===== src/rtl/bram_arb_pkg.sv =====
// Shared types for the two-port BRAM1BE round-robin arbiter.
package bram_arb_pkg;

    typedef enum logic {
        OWN_A = 1'b0,
        OWN_B = 1'b1
    } owner_t;

    typedef struct packed {
        logic   valid;
        owner_t owner;
    } tag_t;

    localparam tag_t TAG_IDLE = '{valid: 1'b0, owner: OWN_A};

    // Read latency of the attached BRAM, in cycles from acceptance to DO.
    function automatic int unsigned rd_latency(input int unsigned pipelined);
        return 32'd1 + pipelined;
    endfunction

endpackage


===== src/rtl/bram_arb_tag_pipe.sv =====
// Fixed-depth shift register of access tags, tracking in-flight BRAM accesses.
module bram_arb_tag_pipe
    import bram_arb_pkg::*;
#(
    parameter int unsigned DEPTH = 1
) (
    input  logic clk,
    input  logic rst,
    input  tag_t tag_i,
    output tag_t tag_o
);

    tag_t pipe_q [DEPTH];

    always_ff @(posedge clk) begin
        if (rst) begin
            pipe_q <= '{default: TAG_IDLE};
        end else begin
            pipe_q[0] <= tag_i;
            for (int unsigned i = 1; i < DEPTH; i++) begin
                pipe_q[i] <= pipe_q[i-1];
            end
        end
    end

    assign tag_o = pipe_q[DEPTH-1];

endmodule


===== src/rtl/bram1be_rr_arbiter.sv =====
// Round-robin arbiter between requesters A and B for one single-port byte-enable BRAM,
// with a tag pipeline that routes each BRAM_DO word back to the port that issued it.
module bram1be_rr_arbiter
    import bram_arb_pkg::*;
#(
    parameter int unsigned PIPELINED  = 0,
    parameter int unsigned ADDR_WIDTH = 10,
    parameter int unsigned DATA_WIDTH = 32,
    parameter int unsigned CHUNKSIZE  = 8,
    parameter int unsigned WE_WIDTH   = 4
) (
    input  logic                  CLK,
    input  logic                  RST,

    input  logic                  A_VALID,
    output logic                  A_RDY,
    input  logic [WE_WIDTH-1:0]   A_WE,
    input  logic [ADDR_WIDTH-1:0] A_ADDR,
    input  logic [DATA_WIDTH-1:0] A_DI,
    output logic                  A_RVALID,
    output logic [DATA_WIDTH-1:0] A_RDATA,

    input  logic                  B_VALID,
    output logic                  B_RDY,
    input  logic [WE_WIDTH-1:0]   B_WE,
    input  logic [ADDR_WIDTH-1:0] B_ADDR,
    input  logic [DATA_WIDTH-1:0] B_DI,
    output logic                  B_RVALID,
    output logic [DATA_WIDTH-1:0] B_RDATA,

    output logic                  BRAM_EN,
    output logic [WE_WIDTH-1:0]   BRAM_WE,
    output logic [ADDR_WIDTH-1:0] BRAM_ADDR,
    output logic [DATA_WIDTH-1:0] BRAM_DI,
    input  logic [DATA_WIDTH-1:0] BRAM_DO
);

    localparam int unsigned LAT = rd_latency(PIPELINED);

    if (DATA_WIDTH != WE_WIDTH * CHUNKSIZE) begin : g_bad_cfg
        $error("DATA_WIDTH must equal WE_WIDTH*CHUNKSIZE");
    end

    logic pri_q;
    logic pri_d;
    logic a_gnt_c;
    logic b_gnt_c;
    tag_t tag_in;
    tag_t tag_out;

    // Grant: a lone requester wins; under contention the favoured side (pri_q) wins.
    always_comb begin
        a_gnt_c = 1'b0;
        b_gnt_c = 1'b0;
        pri_d   = pri_q;
        if (!RST) begin
            if (A_VALID && (!B_VALID || (pri_q == 1'b0))) begin
                a_gnt_c = 1'b1;
            end else if (B_VALID) begin
                b_gnt_c = 1'b1;
            end
            // Favour the loser next time, only when both were contending.
            if (A_VALID && B_VALID) begin
                pri_d = a_gnt_c;
            end
        end
    end

    always_ff @(posedge CLK) begin
        if (RST) begin
            pri_q <= 1'b0;
        end else begin
            pri_q <= pri_d;
        end
    end

    assign A_RDY     = a_gnt_c;
    assign B_RDY     = b_gnt_c;
    assign BRAM_EN   = a_gnt_c | b_gnt_c;
    assign BRAM_WE   = b_gnt_c ? B_WE : (a_gnt_c ? A_WE : '0);
    assign BRAM_ADDR = b_gnt_c ? B_ADDR : A_ADDR;
    assign BRAM_DI   = b_gnt_c ? B_DI : A_DI;

    assign tag_in.valid = a_gnt_c | b_gnt_c;
    assign tag_in.owner = b_gnt_c ? OWN_B : OWN_A;

    bram_arb_tag_pipe #(
        .DEPTH (LAT)
    ) u_tag_pipe (
        .clk   (CLK),
        .rst   (RST),
        .tag_i (tag_in),
        .tag_o (tag_out)
    );

    // Responses are masked during reset so stale in-flight tags never surface.
    assign A_RVALID = !RST && tag_out.valid && (tag_out.owner == OWN_A);
    assign B_RVALID = !RST && tag_out.valid && (tag_out.owner == OWN_B);
    assign A_RDATA  = BRAM_DO;
    assign B_RDATA  = BRAM_DO;

endmodule


===== config.mk =====
export PLATFORM = sky130hd
export DESIGN_NAME = bram1be_rr_arbiter
export DESIGN_NICKNAME = d
export VERILOG_FILES = /design/src/rtl/bram_arb_pkg.sv /design/src/rtl/bram_arb_tag_pipe.sv /design/src/rtl/bram1be_rr_arbiter.sv
export SDC_FILE = /design/constraint.sdc
export NUM_CORES = 1
export LEC_CHECK = 0
export CAP_MARGIN = 40
export CORE_AREA = 8 8 89 91
export CTS_CLUSTER_DIAMETER = 100
export CTS_CLUSTER_SIZE = 20
export DETAILED_ROUTE_END_ITERATION = 10
export DIE_AREA = 0 0 97 99
export PLACE_DENSITY = 0.93
export SETUP_SLACK_MARGIN = 0.05
export SYNTH_ARGS = -nofsm -noshare
export SYNTH_HDL_FRONTEND = slang
export SYNTH_SLANG_ARGS = --single-unit

===== constraint.sdc =====
create_clock -name CLK -period 3.6 [get_ports CLK]
set_input_delay 0.72 -clock CLK [delete_from_list [all_inputs] [get_ports CLK]]
set_output_delay 0.72 -clock CLK [all_outputs]
set_load 0.05 [all_outputs]

==> run metrics <==
status finished, final reports clean; Slew Limit Fails 0; Num Clock Sinks 3; Max FO, Critical Path 17; final hold violations 0; dpl cell area roughly 2400 um2; Compound-Gate Fraction of Synth Area 0.0313; via density per instance 3.95; initial antenna violation count 0; Clk pwr share 0.171; Crit path max-delay family buffers and inverters; cell taking the most area after synthesis mux2_4; final WL 5080 um; Peak Freq 0.306 GHz; Slew HR 0.639; Die Ht 99 um; die width 97 um; final setup fails 0; RSZ-0062 raised after global routing false; I/O Buffers 146; Initial DRC Count 16; mapped cell area approximately 1400 um2; Psw approximately 240 uW; Logic pwr share 0.764; Clock Skew about 0.000047 ns; vias 1188; Final min period between 3 and 4 ns; Yosys reg bits 3; standard-cell rows 30; Int Pwr 328 uW; Hold Crit Class register to register; CP startpoint kind input pin; YS warnings 0; Tot GR Track Use 0.0953; die area 9600 um2; antenna diode count 0; routability congestion estimate 0.751; critical register-to-register path startpoint pri_q; area grow syn2layout 77.6%; Worst Setup Path Type input pin to output pin; maxcap violations 0; Mapped Cells 137; first-pass iteration count of the detailed router 3; largest net degree at the start of global routing 18; critical-path cell list clkdlybuf4s50_1 > nand3b_4 > buf_12 > mux2_4 > buf_4; critical path arrival 2.55 ns; Critical Path RT about 2.9 ns; clk_lat worst skew around 0.21 ns; layout cells sized above 1 0.452; Power, Total 572 uW; CTS Buf Count 3; Avg WL per Cell around 17 um; CP Buf/Inv Count 3; register area share after synthesis 0.0442; post-route cell area 2410 um2; clk slew on worst S/H paths 0.03 ns; CP max stage cell clkdlybuf4s50_1; remaining global-route overflow 0; Std-Cell Core Area about 6600 um2; top-area cell type share of the netlist area 0.420; Worst Tran Pin Value roughly 0.54 ns; slowest stage delay, CP 0.69 ns; htree depth 1; clock root buffer clkbuf_8; Final period util 0.908; vias in the first global route approximately 1300; post-synthesis simple-gate area fraction 0.0663; Bufs on Longest Clock Path 2; Pwr per Cell Area 237 nW/um2; Post-Synth Adder-Cell Area 0; Cell variety after synth 18; initial core utilization 0.207; post-CTS sizing 0; Syn Area/Cell 9.92 um2; Setup crit end kind output pin; # Post-CTS Setup Buffers 0; sw frac 0.427; Max rail drop VDD 120 uV; first-pass GRT wire length 7410 um; DRC 0; antenna-violating nets left 0; DP HPWL 4550 um; Setup TNS Final 0 ns; Hold Crit Start pri_q; Synth area leaders mux2_4 42%, buf_4 35%, dfxtp_1 4.4%; post-synthesis mux area share 0.453; Synth Area in XOR/XNOR 0.00645; Ports 243; Pleak between 0.001 and 0.0015 uW; CP startpoint RST; nets 350; Flop pwr share 0.065; largest family of logic cells by synthesized area multiplexers; number of hold buffers added after cts 0; TritonCTS clock tree yes; Mapped Nets 265; R2R Setup Slk 2.44 ns
worst register-to-register path, cell delays in order (launching register included):
cell,delay [ns]
dfxtp_1,0.35
nand2b_4,0.18
nand3b_4,0.26
buf_4,0.27
inv_1,0.06
Yosys cell counts (all sizes together):
library cell   n
nor2           8
and3b          1
xor2           1
nor3b          1
nand2          1
a32oi          4
buf           69
a21boi         1
nand3b         1
nand2b         1
inv            2
clkbuf         1
mux2          42
dfxtp          3
nor2b          1
metrics by stage:
step	utilization	hold WS, ns	std cells	setup WS [ns]
after floorplan	-	0.496	137	0.791
after global placement	0.361	0.522	297	0.385
after detailed placement	0.361	0.527	297	0.338
after CTS	0.367	0.544	301	0.327
after global routing	0.367	0.588	301	0.252
final	0.367	0.547	301	0.333
cell usage in the layout (no fill, tap or decap):
cell type / synthesis / layout
nor2b_1: 1 / 1
inv_1: 2 / 2
clkdlybuf4s50_1: 0 / 97
a32oi_1: 4 / 4
mux2_2: 4 / 4
buf_12: 0 / 6
and3b_1: 1 / 1
buf_4: 64 / 47
nor3b_1: 1 / 1
nand2_1: 1 / 1
xor2_1: 1 / 1
mux2_4: 38 / 38
nor2_1: 8 / 8
clkbuf_1: 1 / 1
dfxtp_1: 3 / 3
nand3b_4: 1 / 1
a21boi_0: 1 / 1
nand2b_4: 1 / 1
clkbuf_8: 0 / 3
layer usage:
layer,GRT usage,up-vias,share of wire
li1,-,565,-
met1,0.0967,525,0.37
met2,0.165,85,0.51
met3,0.0462,13,0.10
met4,0.0379,0,0.013
met5,0,-,0
cell type report:
| cell class | count | area [um2] |
|---|---|---|
| multi-input combinational | 62 | 757 |
| clock buffer | 4 | 45.0 |
| tap | 80 | 100 |
| inverter | 2 | 7.51 |
| timing repair buffer | 150 | 1440 |
| fill | 632 | 4160 |
| sequential | 3 | 60.1 |
power by group through the flow:
stage | Sequential (uW) | Clock, uW | Combinational [uW]
2_1_floorplan | 37.3 | 0 | 443
3_3_place_gp | 37.4 | 0 | 435
3_5_place_dp | 37.7 | 0 | 440
4_1_cts | 37.2 | 99.9 | 441
5_1_grt | 37.5 | 108 | 453
6_report | 37.1 | 97.9 | 437
cells by family after synthesis:
group | after synthesis
flops | 3
buf+inv | 72
compound gates | 5
simple gates | 14
mux | 42
xor+xnor | 1
sequential cells by signal, indices dropped and copies added, names as in the netlist:
signal	count
u_tag_pipe.tag_o	2
pri_q	1
worst paths after layout:
path                              end  depth (start not counted)
setup / recovery           BRAM_DI[7]                          5
hold / removal                  pri_q                          2
setup reg to reg  u_tag_pipe.tag_o[0]                          4
hold reg to reg                 pri_q                          2
Note: power is estimated with default switching activity, not from simulation.
==> variant 1, RTL diff (config.mk and constraints unchanged) <==
Make the reset (`RST` and `rst`) asynchronous in 2 clocked blocks.
--- a/src/rtl/bram_arb_tag_pipe.sv
+++ b/src/rtl/bram_arb_tag_pipe.sv
@@ -14,3 +14,3 @@
 
-    always_ff @(posedge clk) begin
+    always_ff @(posedge clk or posedge rst) begin
         if (rst) begin
--- a/src/rtl/bram1be_rr_arbiter.sv
+++ b/src/rtl/bram1be_rr_arbiter.sv
@@ -68,3 +68,3 @@
 
-    always_ff @(posedge CLK) begin
+    always_ff @(posedge CLK or posedge RST) begin
         if (RST) begin
Function: same outputs for any inputs over 10 cycles, from zero or initial values and one cycle with RST high; that may be too few to reach the edited logic, so the function may still have changed.
==> variant 1 against the unedited design <==
Critical path type unchanged; clock skew up 0.0018 ns; critical endpoint is now B_RVALID; cell area is 18% higher; area after synthesis rose by 0.18%; sequential cell count stayed put; worst setup slack better by 0.055 ns; critical path depth decreased by 1; clock power is 1% lower; power is 53% higher; highest routed layer unchanged; core utilization up 6.5 points; largest power group unchanged; routed wire length is 5.8% higher.
==> variant 1: results (changes against the unedited design) <==
.. list-table::
   :header-rows: 1

   * - Metric
     - Value
   * - Result of the run
     - finished, final reports clean (unchanged)
   * - Sum of met2 wire segment lengths after detailed routing
     - 2910 um (was 2590 um)
   * - Placed Instances
     - 294 (was 297)
   * - Destination of the worst register-to-register timing path
     - u_tag_pipe.tag_o[0]$_DFF_PP0_ (was u_tag_pipe.tag_o[0]$_SDFF_PP0_)
   * - Static leakage
     - 0.00130 uW (was 0.00116 uW)
   * - Placer Congestion
     - 0.698 (was 0.751)
   * - First-pass iteration count of the detailed router
     - 4 (was 3)
   * - Dominant register cell in the synthesized netlist
     - sky130_fd_sc_hd__dfrtp_1 (was sky130_fd_sc_hd__dfxtp_1)
   * - Most common library cells after synthesis
     - sky130_fd_sc_hd__buf_4, sky130_fd_sc_hd__mux2_4, sky130_fd_sc_hd__nor2_1, sky130_fd_sc_hd__a32oi_1, sky130_fd_sc_hd__buf_6 (was sky130_fd_sc_hd__buf_4, sky130_fd_sc_hd__mux2_4, sky130_fd_sc_hd__nor2_1)
   * - Hold EP
     - pri_q$_DFFE_PP0P_ (was pri_q$_SDFFE_PP0P_)
   * - Stage delay of the slowest cell on the critical path
     - 0.80 ns (was 0.69 ns)
   * - Fillcell total
     - 602 (was 632)
   * - Launch instance of the worst min-delay path
     - pri_q$_DFFE_PP0P_ (was pri_q$_SDFFE_PP0P_)
   * - Worst hold slack
     - 0.494 ns (was 0.547 ns)
   * - Post-placement cell area
     - 2800 um^2 (was 2370 um^2)
   * - Routed metal-1 wire length
     - 1820 um (was 1900 um)
   * - DPL Wire Length
     - 4930 um (was 4550 um)
   * - Maximum number of pins on one net before global-route repair
     - 26 (was 18)
   * - First-pass GRT wire length
     - 8110 um (was 7410 um)
   * - Synth area leaders
     - sky130_fd_sc_hd__mux2_4, sky130_fd_sc_hd__buf_4, sky130_fd_sc_hd__dfrtp_1 (was sky130_fd_sc_hd__mux2_4, sky130_fd_sc_hd__buf_4, sky130_fd_sc_hd__dfxtp_1)
   * - Number of vias per cell after detailed routing
     - 4.02 (was 3.95)
   * - Worst reg2reg startpoint
     - pri_q$_DFFE_PP0P_ (was pri_q$_SDFFE_PP0P_)
   * - Iter 0 DRT Violations
     - 6 (was 16)
   * - Worst Skew
     - 0.00185 ns (was 0.0000468 ns)
   * - Async S/R FF share, synth
     - 100% (was 0%)
   * - Total detailed-routing wirelength
     - 5380 um (was 5080 um)
   * - Routed met3 length
     - 621 um (was 529 um)
   * - Hold Path Depth
     - 1 (was 2)
   * - Mean post-synth cell area
     - 10.1 um^2 (was 9.92 um^2)
variant 1: changes by cell type in the layout (fill, tap and decap cells not counted), moves of 2 or more:
cell and change:
sky130_fd_sc_hd__buf_4 -37, sky130_fd_sc_hd__dfrtp_1 +3, sky130_fd_sc_hd__buf_12 +35, sky130_fd_sc_hd__dfxtp_1 -3
sky130_fd_sc_hd__nor2_1 -2
variant 1: final cells by class:
class | instances | area [um^2] | area share [%]
Clock buffer | 4 | 45.0 | 1.58
Inverter | 2 | 7.51 | 0.264
Multi-Input combinational cell | 61 | 748 | 26.3
Sequential cell | 3 | 75.1 | 2.64
Tap cell | 80 | 100 | 3.52
Timing Repair Buffer | 148 | 1870 | 65.7
variant 1: logic make-up after synthesis:
family                    synth area share (%)
AOI/OAI and AO/OA                         3.12
muxes                                     45.5
buffers and inverters                     39.5
and+or+nand+nor                           5.70
xor gates and xnor gates                 0.643
DFF                                       5.51
variant 1: worst max-delay path by stage:
| stage | start | end | slack (ns) | cells after the start |
|---|---|---|---|---|
| 6_report | RST | B_RVALID | 0.39 | 4 |
| 5_1_grt | RST | B_RVALID | 0.29 | 4 |
| 4_1_cts | RST | B_RVALID | 0.37 | 4 |
| 3_5_place_dp | RST | B_RVALID | 0.36 | 4 |
| 3_3_place_gp | RST | B_RVALID | 0.44 | 4 |
| 2_1_floorplan | RST | A_RVALID | 0.82 | 2 |
variant 1: power breakdown:
group	internal, uW	total (uW)	switching, uW
clock	75.4	96.7	21.2
combinational	386	732	346
sequential	41.8	47.6	5.87
variant 1: routing by layer:
layer / GRT usage, % / vias up
li1: - / 556
met2: 19.3 / 94
met1: 9.73 / 539
met5: 0 / -
met4: 1.78 / 0
met3: 5.81 / 8
==> variant 2, RTL diff (config.mk and constraints unchanged) <==
Made on the original files. The parameter `ADDR_WIDTH` goes from 10 to 12.
--- a/src/rtl/bram1be_rr_arbiter.sv
+++ b/src/rtl/bram1be_rr_arbiter.sv
@@ -6,3 +6,3 @@
     parameter int unsigned PIPELINED  = 0,
-    parameter int unsigned ADDR_WIDTH = 10,
+    parameter int unsigned ADDR_WIDTH = 12,
     parameter int unsigned DATA_WIDTH = 32,
Ports: changed (resized A_ADDR, BRAM_ADDR and B_ADDR); port bits go from 243 to 249. The function was not compared with the original's and may differ.
==> variant 2 against the unedited design <==
Routed wire length grew 12%; count of clock-buffer cells in the layout is the same; power is 4.1% higher; register-to-register slack gained 0.31 ns; cell area grew 4.6%; sequential cell count is the same; area after synthesis up 5.1%; worst setup slack improved by 0.053 ns; critical path type unchanged; critical endpoint is now BRAM_ADDR[3]; largest cell class unchanged; largest power group unchanged; highest routed layer is now met3.
==> variant 2: results (changes against the unedited design) <==
.. list-table::
   :header-rows: 1

   * - Metric
     - Value
   * - Internal power
     - 341 uW (was 328 uW)
   * - Slew HR
     - 66.0% (was 63.9%)
   * - Total detailed-routing wirelength
     - 5680 um (was 5080 um)
   * - First-pass GRT wire length
     - 8340 um (was 7410 um)
   * - First-pass iteration count of the detailed router
     - 2 (was 3)
   * - Static leakage
     - 0.00120 uW (was 0.00116 uW)
   * - Critical Path Fanout Max
     - 29 (was 17)
   * - Number of distinct library cell variants in the gate-level netlist after synthesis
     - 19 (was 18)
   * - Fillcell total
     - 647 (was 632)
   * - Count of input and output buffers
     - 152 (was 146)
   * - Worst IR Drop VDD
     - 0.236 mV (was 0.120 mV)
   * - Routed metal-1 wire length
     - 2230 um (was 1900 um)
   * - Met3 usage
     - 6.23% (was 4.62%)
   * - Result of the run
     - finished, final reports clean (unchanged)
   * - Met2 Resource Use GR
     - 18.1% (was 16.5%)
   * - Async S/R FF share, synth
     - 0% (unchanged)
   * - Sequential cell area fraction in the yosys report
     - 4.21% (was 4.42%)
   * - Power drawn by the clock network
     - 97.8 uW (was 97.9 uW)
   * - Grt met1 use
     - 11.8% (was 9.67%)
   * - Vias in the first global route
     - 1355 (was 1308)
   * - Number of flip-flops under the largest register name
     - 2 (unchanged)
   * - Number of vias per cell after detailed routing
     - 4.07 (was 3.95)
   * - Iter 0 DRT Violations
     - 18 (was 16)
   * - Synth area leaders
     - sky130_fd_sc_hd__mux2_4, sky130_fd_sc_hd__buf_4, sky130_fd_sc_hd__buf_12 (was sky130_fd_sc_hd__mux2_4, sky130_fd_sc_hd__buf_4, sky130_fd_sc_hd__dfxtp_1)
   * - Worst setup slack before clock tree synthesis
     - 0.367 ns (was 0.338 ns)
   * - Routed met3 length
     - 693 um (was 529 um)
   * - Data arrival time of the critical path
     - 2.49 ns (was 2.55 ns)
   * - Sum of met2 wire segment lengths after detailed routing
     - 2760 um (was 2590 um)
   * - DPL Wire Length
     - 5070 um (was 4550 um)
   * - Global-route total usage across every layer
     - 10.7% (was 9.53%)
   * - Maximum number of pins on one net before global-route repair
     - 30 (was 18)
   * - Number of nets in the layout
     - 361 (was 350)
   * - Worst Skew
     - 0.0000149 ns (was 0.0000468 ns)
   * - Layout cell share with drive strength beyond 1
     - 44.7% (was 45.2%)
   * - Placer Congestion
     - 0.759 (was 0.751)
   * - Most common library cells after synthesis
     - sky130_fd_sc_hd__buf_4, sky130_fd_sc_hd__mux2_4, sky130_fd_sc_hd__nor2_1, sky130_fd_sc_hd__mux2_2 (was sky130_fd_sc_hd__buf_4, sky130_fd_sc_hd__mux2_4, sky130_fd_sc_hd__nor2_1)
-- variant 2: cell types whose count changed after synthesis, sizes merged --
cell / delta
mux2: +2
clkbuf: +1
-- variant 2: cell type report --
type                            instances  share of cell area (%)
Clock buffer                            4                    1.78
Inverter                                2                   0.297
Multi-Input combinational cell         64                    30.9
Sequential cell                         3                    2.38
Tap cell                               80                    3.97
Timing Repair Buffer                  155                    60.7
-- variant 2: final timing paths --
kind | cells past startpoint | to | slack, ns
setup / recovery | 5 | BRAM_ADDR[3] | 0.39
hold / removal | 2 | pri_q$_SDFFE_PP0P_ | 0.55
setup reg to reg | 3 | u_tag_pipe.tag_o[0]$_SDFF_PP0_ | 2.75
hold reg to reg | 2 | pri_q$_SDFFE_PP0P_ | 0.55
-- variant 2: worst max-delay path, stage by stage --
cell and delay (ns):
sky130_fd_sc_hd__clkdlybuf4s50_1 0.67, sky130_fd_sc_hd__nand3b_4 0.30, sky130_fd_sc_hd__buf_12 0.25, sky130_fd_sc_hd__mux2_2 0.39
sky130_fd_sc_hd__buf_12 0.15
-- variant 2: logic make-up (layout without fill, tap and decap cells) --
| logic type | after synthesis | in the layout | share of synthesized area, % |
|---|---|---|---|
| buf+inv | 73 | 161 | 41.2 |
| mux | 44 | 44 | 44.7 |
| simple gates | 14 | 14 | 6.31 |
| compound gates | 5 | 5 | 2.98 |
| flops | 3 | 3 | 4.21 |
| xor+xnor | 1 | 1 | 0.614 |
-- variant 2: through the flow --
stage | cell area, um^2 | total power (uW) | instances | hold slack [ns]
2_1_floorplan | 1430 | 495 | 140 | 0.496
3_3_place_gp | 2480 | 498 | 304 | 0.519
3_5_place_dp | 2480 | 502 | 304 | 0.531
4_1_cts | 2520 | 603 | 308 | 0.547
5_1_grt | 2520 | 621 | 308 | 0.579
6_report | 2520 | 596 | 308 | 0.546
